[src/rtl/pin_entry_transmitter_if.sv]
`default_nettype none
// ============================================================================
//  Module      : pin_entry_transmitter_if
//  Description : Host/controller-side signal bundle of the PIN entry link.
//  Revision    : 1.0 - initial release
// ============================================================================
interface pin_entry_transmitter_if;
    logic        START;
    logic [15:0] PIN;
    logic        ACCESO_ACEPTADO;
    logic        ACCESO_DENEGADO;
    logic        SOLICITUD_ACCESO;
    logic [3:0]  DIGITO;
    logic        DIGITO_STB;
    logic        BUSY;
    logic        DONE;
    logic [1:0]  RESULT;

    modport master (
        output START, PIN, ACCESO_ACEPTADO, ACCESO_DENEGADO,
        input  SOLICITUD_ACCESO, DIGITO, DIGITO_STB, BUSY, DONE, RESULT
    );

    modport slave (
        input  START, PIN, ACCESO_ACEPTADO, ACCESO_DENEGADO,
        output SOLICITUD_ACCESO, DIGITO, DIGITO_STB, BUSY, DONE, RESULT
    );
endinterface
`default_nettype wire

[src/rtl/pin_entry_transmitter.sv]
`default_nettype none
// ============================================================================
//  Module      : pin_entry_transmitter
//  Description : Sends a latched 16-bit PIN as four strobed nibbles, then
//                waits for an accept/deny verdict or a timeout.
//  Revision    : 1.0 - initial release
// ============================================================================
module pin_entry_transmitter #(
    parameter int GAP_CYCLES = 2,
    parameter int TIMEOUT    = 16
) (
    input  wire logic             CLK,
    input  wire logic             RESET,
    pin_entry_transmitter_if.slave bus
);

    localparam int c_gap_w = (GAP_CYCLES > 1) ? $clog2(GAP_CYCLES) : 1;
    localparam int c_tmo_w = (TIMEOUT > 1) ? $clog2(TIMEOUT) : 1;
    localparam logic [c_gap_w-1:0] c_gap_last = c_gap_w'(GAP_CYCLES - 1);
    localparam logic [c_tmo_w-1:0] c_tmo_last = c_tmo_w'(TIMEOUT - 1);

    typedef enum logic [2:0] {
        IDLE      = 3'd0,
        REQUEST   = 3'd1,
        SEND      = 3'd2,
        GAP       = 3'd3,
        WAIT_RESP = 3'd4,
        REPORT    = 3'd5
    } state_t;

    state_t               state_q,  state_d;
    logic [15:0]          shift_q,  shift_d;
    logic [1:0]           idx_q,    idx_d;
    logic [c_gap_w-1:0]   gap_q,    gap_d;
    logic [c_tmo_w-1:0]   tmo_q,    tmo_d;
    logic                 sol_q,    sol_d;
    logic [3:0]           digito_q, digito_d;
    logic                 stb_q,    stb_d;
    logic                 busy_q,   busy_d;
    logic                 done_q,   done_d;
    logic [1:0]           result_q, result_d;
    logic                 emit;

    always_comb begin
        state_d  = state_q;
        shift_d  = shift_q;
        idx_d    = idx_q;
        gap_d    = gap_q;
        tmo_d    = tmo_q;
        sol_d    = 1'b0;
        stb_d    = 1'b0;
        done_d   = 1'b0;
        digito_d = digito_q;
        result_d = result_q;
        emit     = 1'b0;

        case (state_q)
            IDLE: begin
                if (bus.START) begin
                    shift_d  = bus.PIN;
                    idx_d    = 2'd0;
                    gap_d    = '0;
                    tmo_d    = '0;
                    sol_d    = 1'b1;
                    result_d = 2'b00;
                    state_d  = REQUEST;
                end
            end
            REQUEST: begin
                idx_d   = 2'd0;
                emit    = 1'b1;
                state_d = SEND;
            end
            SEND: begin
                if (idx_q == 2'd3) begin
                    tmo_d   = '0;
                    state_d = WAIT_RESP;
                end else if (GAP_CYCLES == 0) begin
                    idx_d = idx_q + 2'd1;
                    emit  = 1'b1;
                end else begin
                    gap_d   = '0;
                    state_d = GAP;
                end
            end
            GAP: begin
                if (gap_q == c_gap_last) begin
                    idx_d   = idx_q + 2'd1;
                    emit    = 1'b1;
                    state_d = SEND;
                end else begin
                    gap_d = gap_q + c_gap_w'(1);
                end
            end
            WAIT_RESP: begin
                // Deny wins when both verdicts arrive together (fail-safe).
                if (bus.ACCESO_DENEGADO) begin
                    result_d = 2'b10;
                    done_d   = 1'b1;
                    state_d  = REPORT;
                end else if (bus.ACCESO_ACEPTADO) begin
                    result_d = 2'b01;
                    done_d   = 1'b1;
                    state_d  = REPORT;
                end else if (tmo_q == c_tmo_last) begin
                    result_d = 2'b11;
                    done_d   = 1'b1;
                    state_d  = REPORT;
                end else begin
                    tmo_d = tmo_q + c_tmo_w'(1);
                end
            end
            REPORT: begin
                state_d = IDLE;
            end
            default: begin
                state_d  = IDLE;
                shift_d  = '0;
                idx_d    = 2'd0;
                gap_d    = '0;
                tmo_d    = '0;
                digito_d = 4'h0;
                result_d = 2'b00;
            end
        endcase

        // Digits leave MSB-first; the shifter is consumed one nibble per strobe.
        if (emit) begin
            digito_d = shift_q[15:12];
            shift_d  = {shift_q[11:0], 4'h0};
            stb_d    = 1'b1;
        end

        busy_d = (state_d != IDLE);
    end

    always_ff @(posedge CLK) begin
        if (RESET) begin
            state_q  <= IDLE;
            shift_q  <= '0;
            idx_q    <= 2'd0;
            gap_q    <= '0;
            tmo_q    <= '0;
            sol_q    <= 1'b0;
            digito_q <= 4'h0;
            stb_q    <= 1'b0;
            busy_q   <= 1'b0;
            done_q   <= 1'b0;
            result_q <= 2'b00;
        end else begin
            state_q  <= state_d;
            shift_q  <= shift_d;
            idx_q    <= idx_d;
            gap_q    <= gap_d;
            tmo_q    <= tmo_d;
            sol_q    <= sol_d;
            digito_q <= digito_d;
            stb_q    <= stb_d;
            busy_q   <= busy_d;
            done_q   <= done_d;
            result_q <= result_d;
        end
    end

    assign bus.SOLICITUD_ACCESO = sol_q;
    assign bus.DIGITO           = digito_q;
    assign bus.DIGITO_STB       = stb_q;
    assign bus.BUSY             = busy_q;
    assign bus.DONE             = done_q;
    assign bus.RESULT           = result_q;

endmodule
`default_nettype wire

[src/flat_wrapper.sv]
// flat-port wrapper written by rule: the top's interface ports become plain ports
module pin_entry_transmitter_flat 
#(
    parameter int GAP_CYCLES = 2,
    parameter int TIMEOUT    = 16
)
  (CLK, RESET, bus_START, bus_PIN, bus_ACCESO_ACEPTADO, bus_ACCESO_DENEGADO, bus_SOLICITUD_ACCESO, bus_DIGITO, bus_DIGITO_STB, bus_BUSY, bus_DONE, bus_RESULT);
  pin_entry_transmitter_if bus_i ();
  input  wire logic CLK;
  input  wire logic RESET;
  input wire logic [$bits(bus_i.START)-1:0] bus_START;
  input wire logic [$bits(bus_i.PIN)-1:0] bus_PIN;
  input wire logic [$bits(bus_i.ACCESO_ACEPTADO)-1:0] bus_ACCESO_ACEPTADO;
  input wire logic [$bits(bus_i.ACCESO_DENEGADO)-1:0] bus_ACCESO_DENEGADO;
  output wire logic [$bits(bus_i.SOLICITUD_ACCESO)-1:0] bus_SOLICITUD_ACCESO;
  output wire logic [$bits(bus_i.DIGITO)-1:0] bus_DIGITO;
  output wire logic [$bits(bus_i.DIGITO_STB)-1:0] bus_DIGITO_STB;
  output wire logic [$bits(bus_i.BUSY)-1:0] bus_BUSY;
  output wire logic [$bits(bus_i.DONE)-1:0] bus_DONE;
  output wire logic [$bits(bus_i.RESULT)-1:0] bus_RESULT;
  assign bus_i.START = bus_START;
  assign bus_i.PIN = bus_PIN;
  assign bus_i.ACCESO_ACEPTADO = bus_ACCESO_ACEPTADO;
  assign bus_i.ACCESO_DENEGADO = bus_ACCESO_DENEGADO;
  assign bus_SOLICITUD_ACCESO = bus_i.SOLICITUD_ACCESO;
  assign bus_DIGITO = bus_i.DIGITO;
  assign bus_DIGITO_STB = bus_i.DIGITO_STB;
  assign bus_BUSY = bus_i.BUSY;
  assign bus_DONE = bus_i.DONE;
  assign bus_RESULT = bus_i.RESULT;
  pin_entry_transmitter #(.GAP_CYCLES(GAP_CYCLES), .TIMEOUT(TIMEOUT)) u_core (.CLK(CLK), .RESET(RESET), .bus(bus_i));
endmodule
[config.mk]
export PLATFORM = sky130hd
export DESIGN_NAME = pin_entry_transmitter_flat
export DESIGN_NICKNAME = d
export VERILOG_FILES = /design/src/rtl/pin_entry_transmitter_if.sv /design/src/rtl/pin_entry_transmitter.sv /design/src/flat_wrapper.sv
export SDC_FILE = /design/constraint.sdc
export NUM_CORES = 1
export LEC_CHECK = 0
export CAP_MARGIN = 5
export CORE_MARGIN = 2
export CORE_UTILIZATION = 50
export CTS_BUF_LIST = sky130_fd_sc_hd__clkbuf_4
export DETAILED_ROUTE_END_ITERATION = 8
export DONT_BUFFER_PORTS = 1
export PLACE_DENSITY = 0.75
export SYNTH_ARGS = -nofsm -noshare
export SYNTH_HDL_FRONTEND = slang
export SYNTH_SLANG_ARGS = --single-unit
export TNS_END_PERCENT = 5
[constraint.sdc]
create_clock -name CLK -period 1.9 [get_ports CLK]
set_input_delay 0.38 -clock CLK [delete_from_list [all_inputs] [get_ports CLK]]
set_output_delay 0.38 -clock CLK [all_outputs]
set_load 0.05 [all_outputs]
==> impl_results.md, run 1 <==
- Status: completed
- Total Wirelength: a little over 3000 µm
- Cells after DPL: around 190
- First-pass DRT Iterations: 4
- Vias in the first global route: 1162
- Total number of vias: approximately 1200
- # Max-Cap Violations: 0
- EDFF count, synth: 0
- DRT antenna net count: 0
- Worst Path Max Fanout: 4
- Arr. time, crit path: between 2000 and 2500 ps
- IO buf count: 0
- Die X: 59.6 µm
- Met3 Resource Use GR: 0.0764
- CTS buffer count: 5
- I/O pin count: 31
- Largest net degree at the start of global routing: 19
- Post-synthesis net count: around 190
- # diodes: 0
- Met2 Resource Use GR: 0.300
- Final Instance Count excl. Fillers: 201
- NumNets Final: 190
- VDD IR max: around 0.00042 V
- Ys async rst share: 0
- DRC Markers: 0
- CP Cell Sequence: ha_1, a311o_1, or3b_1, and3_4, a211o_1
- Max-slew violation count: 0
- #FFs+latches synth: 36
- Main combinational cell family by area after synthesis: compound AO/OA/AOI/OAI gates
- Root Buffer Master: clkbuf_4
- Type of origin of the critical path: flip-flop
- Final hold slack: around 100 ps
- Clock Tree Buf Depth: 2
- Final Setup Violations: 0
- Vias per cell: around 6.1
- Worst-Skew Late Latency: 340 ps
- Fillers: around 280
- CTS tree: done
- Worst-margin pin slew: just over 600 ps
- 1st-iter DRT viols: 59
- Post-synthesis compound-gate area fraction: 0.247
- Crit share post-route: 0.978
- Layout cells sized above 1: 0.131
- GR Overflow Total: 0
- Die Height: between 50 and 60 µm
- Row Count: 20
- Clock-pin slew of the registers on the worst-case setup and hold paths: approximately 110 ps
- Worst clock skew: 11.8 ps
- Initial antenna violation count: 0
- WP buf/inv: 0
- Max stage delay on crit path: 410 ps
- Primary FF master, synth: dfxtp_1
- Area grow syn2layout: 9.54%
- CP max-delay cell: or3b_1
- Slew HR: 0.593
- Minimum clock period: roughly 1900 ps
- Kind of cell adding the most delay to the critical path: compound AO/OA/AOI/OAI gates
- Yosys cell types: 44
- GRT Util Overall: 0.186
- Hold Crit Class: in2reg
- Pwr Density: around 900 mW/mm²
- Synth Cell Area: about 0.0015 mm²
- CTS sink cnt: 36
- Placer Congestion: a little under 0.8
- Post-route setup TNS: 0 ps
- CP Class: reg2reg
- Starting Density: 0.515
- Worst Path Required: about 2100 ps
- Core Box Area: ~0.003 mm²
- CTS H-Tree Depth: 2
- Crit end category: flip-flop
- Synth Area in Simple Gates: 0.207
- Post-layout util: 0.565
- Fmax: 538 MHz
- Adder-cell share of the synthesized area: 0.0162
- Die Footprint: between 0.003 and 0.004 mm²
- Synth Area in XOR/XNOR: 0
- Static Leak: about 0.74 nW
- Mapped Avg Cell Area: 9.50 µm²
- RSZ-0062 raised after global routing: true
- Yosys warning count: 0
- WL per Instance: ~15 µm
- Seq/Total Area, Yosys: 0.466
- Post-synthesis mux area share: 0.0259
- Gate Count Post-Synth: between 150 and 200
- Fin. Hold Viols: 0
- Global route hottest layer: met2
- DPL Wire Length: 2260 µm
- First-pass GRT wire length: around 5000 µm
- M1 GR Usage: 0.219
- Tot Pwr: about 1.5 mW
## what timing repair did
action / 4_1_cts / 5_1_grt
gates resized for setup: 0 / 1
hold buffers: 0 / 0
endpoints found under the setup margin: 3 / 12
pin swaps: 1 / 0
buffers inserted: 0 / 0
## per-stage QoR
step	worst slack [ps]	cell area, µm²
finish	42.7	1700
global route	-22.4	1700
CTS	49.9	1690
detailed placement	-16.8	1610
global placement	42.6	1610
floorplan	47.6	1550
## registers in the layout (all words and copies together), names as in the netlist, 2 cells and up
signal / flops
u_core.shift_q: 16
u_core.bus.DIGITO: 4
u_core.tmo_q: 4
u_core.state_q: 3
u_core.bus.RESULT: 2
u_core.idx_q: 2
## logic make-up after synthesis
family          after synthesis
simple gates                 56
compound gates               51
flops                        36
buf+inv                      14
mux                           4
fa+ha+maj                     2
## path summary, 6_finish.rpt
| path | start | to | slack (ps) | cells after the start |
|---|---|---|---|---|
| worst max-delay path | u_core.tmo_q[0] | u_core.tmo_q[2] | 40 | 5 |
| worst min-delay path | RESET | u_core.state_q[2] | 100 | 1 |
| worst max register to register | u_core.tmo_q[0] | u_core.tmo_q[2] | 40 | 5 |
| worst min register to register | u_core.shift_q[10] | u_core.shift_q[10] | 460 | 1 |
## layer usage
metal | wire length [µm] | vias up
met5 | 0 | -
li1 | - | 605
met2 | 1510 | 41
met3 | 217 | 6
met4 | 36 | 0
met1 | 1290 | 582
## layout make-up
type                            count  area (µm²)  area share
Inverter                            3        11.3     0.00664
Sequential cell                    36         721       0.425
Clock buffer                        6        45.0      0.0266
Tap cell                           33        41.3      0.0244
Multi-Input combinational cell    113         782       0.461
Timing Repair Buffer                8        60.1      0.0354
Clock inverter                      2        35.0      0.0207
## worst register-to-register path: stages (launching register included)
cell and delay (ps):
dfxtp_1 340, ha_1 220, a311o_1 320, or3b_1 410, and3_4 190, a211o_1 290
## cells in the final DEF (no fill, tap or decap), types with 2 or more instances in the layout
master,count
clkbuf_4,6
a32o_1,4
nor2b_1,5
nand2b_1,4
ha_1,2
a22o_1,12
buf_4,8
mux2i_1,4
inv_1,3
nand3b_1,2
nor4_1,3
nor3_1,2
a21oi_1,7
or2_2,2
nand2_1,13
o21ai_0,5
o21a_1,2
a21o_1,11
dfxtp_1,36
nor2_1,8
nand3_1,5
## report_power, final
group,internal (mW),total (mW),switching (mW)
sequential,0.792,0.850,0.0579
clock,0.290,0.534,0.244
combinational,0.0689,0.136,0.0675
total,1.15,1.52,0.369
## synth_stat cells (3+ instances only)
cell / n / share of area
a21o_1: 11 / 0.053
a21oi_1: 7 / 0.023
a22o_1: 12 / 0.068
a32o_1: 4 / 0.026
buf_2: 5 / 0.016
clkbuf_1: 4 / 0.0097
dfxtp_1: 36 / 0.47
inv_1: 3 / 0.0073
mux2i_1: 4 / 0.026
nand2_1: 13 / 0.032
nand2b_1: 4 / 0.016
nand3_1: 5 / 0.016
nor2_1: 8 / 0.019
nor2b_1: 5 / 0.020
nor4_1: 4 / 0.016
o21ai_0: 5 / 0.016
(Power assumes the default switching activity.)
==> run 2: changes to the inputs <==
Settings changed: CAP_MARGIN 5 to unset, CELL_PAD_IN_SITES_DETAIL_PLACEMENT set to 1, CELL_PAD_IN_SITES_GLOBAL_PLACEMENT set to 2, CORE_UTILIZATION 50 to 36, PLACE_DENSITY 0.75 to 0.84.
==> run 2 against run 1 <==
Effect of this change: wire length grew 17%; clock skew shrank 4.5 ps; critical path depth is the same; critical path type unchanged; highest routed layer unchanged.
==> impl_results.md, run 2 (same netlist as run 1, synthesis figures left out) <==
- Starting Density: 0.381
- DRC Markers: 0
- I/O pin count: 31
- NumNets Final: 191
- Vias in the first global route: approximately 1300
- Cell Area, Placed: between 0.0015 and 0.002 mm²
- CTS tree: done
- CP Cell Sequence: ha_1, a311o_1, or3b_1, and3_4, a211o_1
- VDD IR max: ~0.00023 V
- Net Switching: 0.385 mW
- Arr. time, crit path: around 2100 ps
- First-pass DRT Iterations: 4
- Switching part of the total: 0.275
- Worst clock skew: roughly 7.3 ps
- Area grow syn2layout: 8.97%
- First-pass GRT wire length: around 6100 µm
- Pre-CTS WS: -2.56 ps
- Initial antenna violation count: 0
- Fin area: 0.00169 mm²
- Commonest non-fill, non-tap cell in the layout: dfxtp_1
- Fin. Hold Viols: 0
- Worst R2R End: u_core.tmo_q[2]
- Crit share post-route: 0.955
- Hold Crit Class: in2reg
- RSZ-0062 raised after global routing: false
- Post-layout util: 0.416
- R2R Setup Slk: ~86 ps
- Die Footprint: slightly below 0.005 mm²
- # diodes: 0
- WL per Instance: 16.4 µm
- CTS sink cnt: 36
- Fmax: about 550 MHz
- Min-Delay Path Depth: 1
- Max-slew violation count: 0
- Clock Tree Buf Depth: 2
- Worst-margin pin slew: 653 ps
- Clock-pin slew of the registers on the worst-case setup and hold paths: roughly 110 ps
- Worst hold path endpoint: u_core.idx_q[0]
- Row Count: 23
- Worst Path Required: roughly 2100 ps
- # Max-Cap Violations: 0
- GRT Util Overall: 0.158
- Crit end category: flip-flop
- R2r worst-path depth: 5
- Slew HR: 0.564
- Fillers: roughly 480
- Minimum clock period: 1810 ps
- Status: completed
- IO buf count: 0
- Layout cells sized above 1: 0.124
- Tot Pwr: around 1.4 mW
- Static Leak: ~0.72 nW
- DRT antenna net count: 0
- Sequential Power Share: 0.609
- Pwr Density: 830 mW/mm²
- Post-route worst setup slack: ~86 ps
- Total number of vias: about 1200
- Max stage delay on crit path: about 400 ps
- CTS buffer count: 5
- Reg2reg start: u_core.tmo_q[1]
- Clock share of power: 0.294
- Most frequent cells in the layout: 36 x dfxtp_1, 13 x nand2_1, 12 x a22o_1
- Hold Buf Count CTS: 0
- Total setup buffers inserted after CTS: 0
- Die X: just under 70 µm
- Type of origin of the critical path: flip-flop
- CP Class: reg2reg
- Final Setup Violations: 0
- Internal power: around 1.0 mW
- Worst-Skew Late Latency: 340 ps
- Core Box Area: 0.00406 mm²
- Most flops, register: u_core.shift_q
- Final hold slack: 102 ps
- GR Overflow Total: 0
- Max FFs per register: 16
- Die Height: 69.6 µm
- CTS H-Tree Depth: 2
- Vias per cell: 5.65
- Worst Hold Launch: RESET
- Comb pwr share: 0.096
- Largest net degree at the start of global routing: 20
- Placer Congestion: a little under 0.7
- DPL Wire Length: between 2000 and 3000 µm
- Total Wirelength: 3590 µm
- Worst Path Max Fanout: 3
- CP max-delay cell: or3b_1
- 1st-iter DRT viols: 47
- Root Buffer Master: clkbuf_4
run 2: changes by cell type in the layout (fill, tap and decap cells not counted), sizes merged:
cell,change
buf,+1
bufinv,-1
clkinvlp,+1
run 2: how the worst max path moves through the flow:
| stage | startpoint | endpoint | slack [ps] | depth (start not counted) |
|---|---|---|---|---|
| 3_5_place_dp | u_core.tmo_q[1] | u_core.tmo_q[2] | -3 | 5 |
| 5_1_grt | u_core.state_q[0] | u_core.tmo_q[3] | 0.6 | 4 |
| 2_1_floorplan | u_core.tmo_q[0] | u_core.tmo_q[2] | 50 | 5 |
| 4_1_cts | u_core.tmo_q[0] | u_core.tmo_q[2] | 80 | 5 |
| 3_3_place_gp | u_core.tmo_q[0] | u_core.tmo_q[2] | 70 | 5 |
| 6_report | u_core.tmo_q[1] | u_core.tmo_q[2] | 90 | 5 |
run 2: critical path, delay by kind of cell (launching register included):
family	cells	cell delay, ps
and+or+nand+nor	2	580
AOI/OAI and AO/OA	2	580
adders and majority gates	1	210
DFF	1	350
run 2: power by group through the flow:
stage               clock network, mW  logic, mW  registers (mW)
global placement                    0      0.129           0.867
floorplan                           0      0.120           0.846
global route                    0.459      0.149           0.860
detailed placement                  0      0.135           0.870
finish                          0.412      0.135           0.853
CTS                             0.426      0.136           0.853
run 2: area by class of cell:
cell class                 instances  area [µm²]  area share
clock buffer                       6        45.0      0.0267
clock inverter                     2        11.3     0.00668
inverter                           3        11.3     0.00668
multi-input combinational        113         768       0.455
sequential                        36         721       0.427
tap                               50        62.6      0.0371
timing repair buffer               9        67.6      0.0401
run 2: through the flow:
| stage | instances | setup TNS [ps] |
|---|---|---|
| 6_report | 219 | 0 |
| 5_1_grt | 219 | 0 |
| 4_1_cts | 219 | 0 |
| 3_5_place_dp | 211 | -2.56 |
| 3_3_place_gp | 211 | 0 |
| 2_1_floorplan | 163 | 0 |
run 2: what timing repair did:
item	CTS	global route
gates cloned	0	0
resized for setup	0	1
endpoints found under the setup margin	1	2
pin swaps	2	0
run 2: per-layer routing:
metal,share of wire,vias to the layer above,wire length [µm],GRT usage
li1,-,612,-,-
met1,0.45,592,1620,0.191
met2,0.48,27,1730,0.259
met3,0.046,7,165,0.0465
met4,0.019,0,67,0.0719
met5,0,-,0,0
==> run 3: changes to the inputs <==
Settings changed: CORE_ASPECT_RATIO set to 0.75, CTS_CLUSTER_SIZE set to 10, PLACE_DENSITY 0.84 to unset, PLACE_DENSITY_LB_ADDON set to 0.12.
==> run 3 against run 2 <==
Effect of this change: die area is 0.11% higher; hold slack got worse by 3.5 ps; setup slack worse by 53 ps; wire length grew 4.0%; count of clock-buffer cells in the layout fell by 1; final area up 6.5%; final cell count up 4.6%; register-to-register slack got worse by 50 ps; critical path depth stayed put; critical endpoint unchanged; largest cell class unchanged.
==> impl_results.md, run 3 (same netlist as run 1, synthesis figures left out) <==
- Most frequent cells in the layout: 36 x dfxtp_1, 14 x buf_4, 13 x nand2_1
- Die X: around 80 µm
- Register area: 721 µm²
- Post-route setup TNS: 0 ps
- Minimum clock period: approximately 1900 ps
- Worst-Skew Late Latency: around 340 ps
- First-pass DRT Iterations: 4
- Slew HR: 0.547
- 1st-iter DRT viols: 37
- Tot Pwr: 1.56 mW
- Fillers: 475
- Worst hold path endpoint: u_core.state_q[2]
- Total number of vias: between 1000 and 1500
- Reg2reg start: u_core.tmo_q[1]
- R2r worst-path depth: 5
- Sequential Power Share: 0.544
- Max FFs per register: 16
- Arr. time, crit path: around 2100 ps
- I/O pin count: 31
- Multi-input logic area: approximately 810 µm²
- Hold Crit Class: in2reg
- Clock Tree Buf Depth: 2
- Worst Path Max Fanout: 3
- Worst-margin pin slew: about 670 ps
- CP Cell Sequence: ha_1, a311o_1, or3b_1, and3_4, a211o_1
- Layout cells sized above 1: 0.167
- Root Buffer Master: clkbuf_4
- GRT Util Overall: 0.167
- Type of origin of the critical path: flip-flop
- CP max-delay cell: or3b_1
- VDD IR max: approximately 0.00033 V
- Die Footprint: 0.00485 mm²
- Worst Path Required: 2140 ps
- DPL Wire Length: ~2700 µm
- DRC Markers: 0
- Final Setup Violations: 0
- Vias per cell: 5.43
- Commonest non-fill, non-tap cell in the layout: dfxtp_1
- Fin. Hold Viols: 0
- Comb pwr share: 0.108
- Min-Delay Path Depth: 1
- CTS buffer count: 5
- Vias in the first global route: 1198
- # Max-Cap Violations: 0
- Largest net degree at the start of global routing: 18
- # diodes: 0
- RSZ-0062 raised after global routing: true
- Clock-pin slew of the registers on the worst-case setup and hold paths: ~110 ps
- Internal power: approximately 1.2 mW
- CTS tree: done
- Crit share post-route: 0.983
- DRT antenna net count: 0
- Starting Density: 0.379
- Fmax: 536 MHz
- Switching part of the total: 0.261
- Static Leak: roughly 0.77 nW
- Worst R2R End: u_core.tmo_q[2]
- CTS H-Tree Depth: 2
- Crit end category: flip-flop
- Worst Hold Launch: RESET
- Worst Setup SP: u_core.tmo_q[1]
- Max stage delay on crit path: roughly 420 ps
- Core Box Area: between 0.004 and 0.005 mm²
- Clock share of power: 0.348
- Total Wirelength: 3730 µm
- CTS sink cnt: 36
- CP Class: reg2reg
- Most flops, register: u_core.shift_q
- WL per Instance: 16.3 µm
- Total setup buffers inserted after CTS: 0
- Status: completed
- NumNets Final: between 150 and 200
- Die Height: 60.8 µm
- Pwr Density: roughly 870 mW/mm²
- Row Count: 20
- First-pass GRT wire length: just over 6000 µm
- Max-slew violation count: 0
- Initial antenna violation count: 0
- Placer Congestion: between 0.7 and 0.8
- Net Switching: approximately 0.41 mW
- GR Overflow Total: 0
- IO buf count: 0
- R2R Setup Slk: 30 ps
- Area grow syn2layout: 16.0%
- Worst clock skew: roughly 6.6 ps
run 3: routing by layer:
layer  wire [µm]  part of all wire  vias up  GRT usage
met5           0                 0        -          0
met4          48             0.013        0     0.0714
met3         268             0.072        6     0.0595
met2        1560              0.42       32      0.241
met1        1850              0.50      587      0.227
li1            -                 -      618          -
run 3: through the flow:
stage	cells	hold WS, ps	util	area [µm²]	worst slack, ps
global route	229	75.9	0.440	1800	-34.8
floorplan	163	426	-	1550	47.6
CTS	229	85.9	0.433	1770	44.0
detailed placement	221	440	0.412	1680	-32.9
global placement	221	434	0.412	1680	45.4
finish	229	98.6	0.440	1800	33.1
run 3: power by group through the flow:
stage               logic (mW)  clock network (mW)  registers, mW
CTS                      0.162               0.554          0.844
global placement         0.154                   0          0.860
detailed placement       0.159                   0          0.861
floorplan                0.120                   0          0.846
global route             0.186               0.589          0.853
finish                   0.168               0.542          0.846
run 3: worst max-delay path by stage:
stage	depth (start not counted)	to	slack, ps
final	5	u_core.tmo_q[2]	30
after global routing	5	u_core.tmo_q[2]	-30
after CTS	5	u_core.tmo_q[2]	40
after detailed placement	7	u_core.bus.RESULT[1]	-30
after global placement	7	u_core.bus.RESULT[0]	50
after floorplan	5	u_core.tmo_q[2]	50
run 3: critical path: cells and delay by family (launching register included):
| kind | cells | cell delay, ps |
|---|---|---|
| DFF | 1 | 350 |
| AOI/OAI and AO/OA | 2 | 590 |
| adders and majority gates | 1 | 220 |
| and+or+nand+nor | 2 | 610 |
run 3: area by class of cell:
class | instances | area share
multi-input cells | 113 | 0.451
clock buffers | 5 | 0.0209
repair buffers | 14 | 0.0585
clock inverters | 3 | 0.0237
inverters | 3 | 0.00627
well taps | 55 | 0.0383
flip-flops and latches | 36 | 0.401
run 3: timing repair:
item	4_1_cts	5_1_grt
setup endpoints to repair	3	14
hold buffers	0	0
resized for setup	2	3
pin swaps	1	0
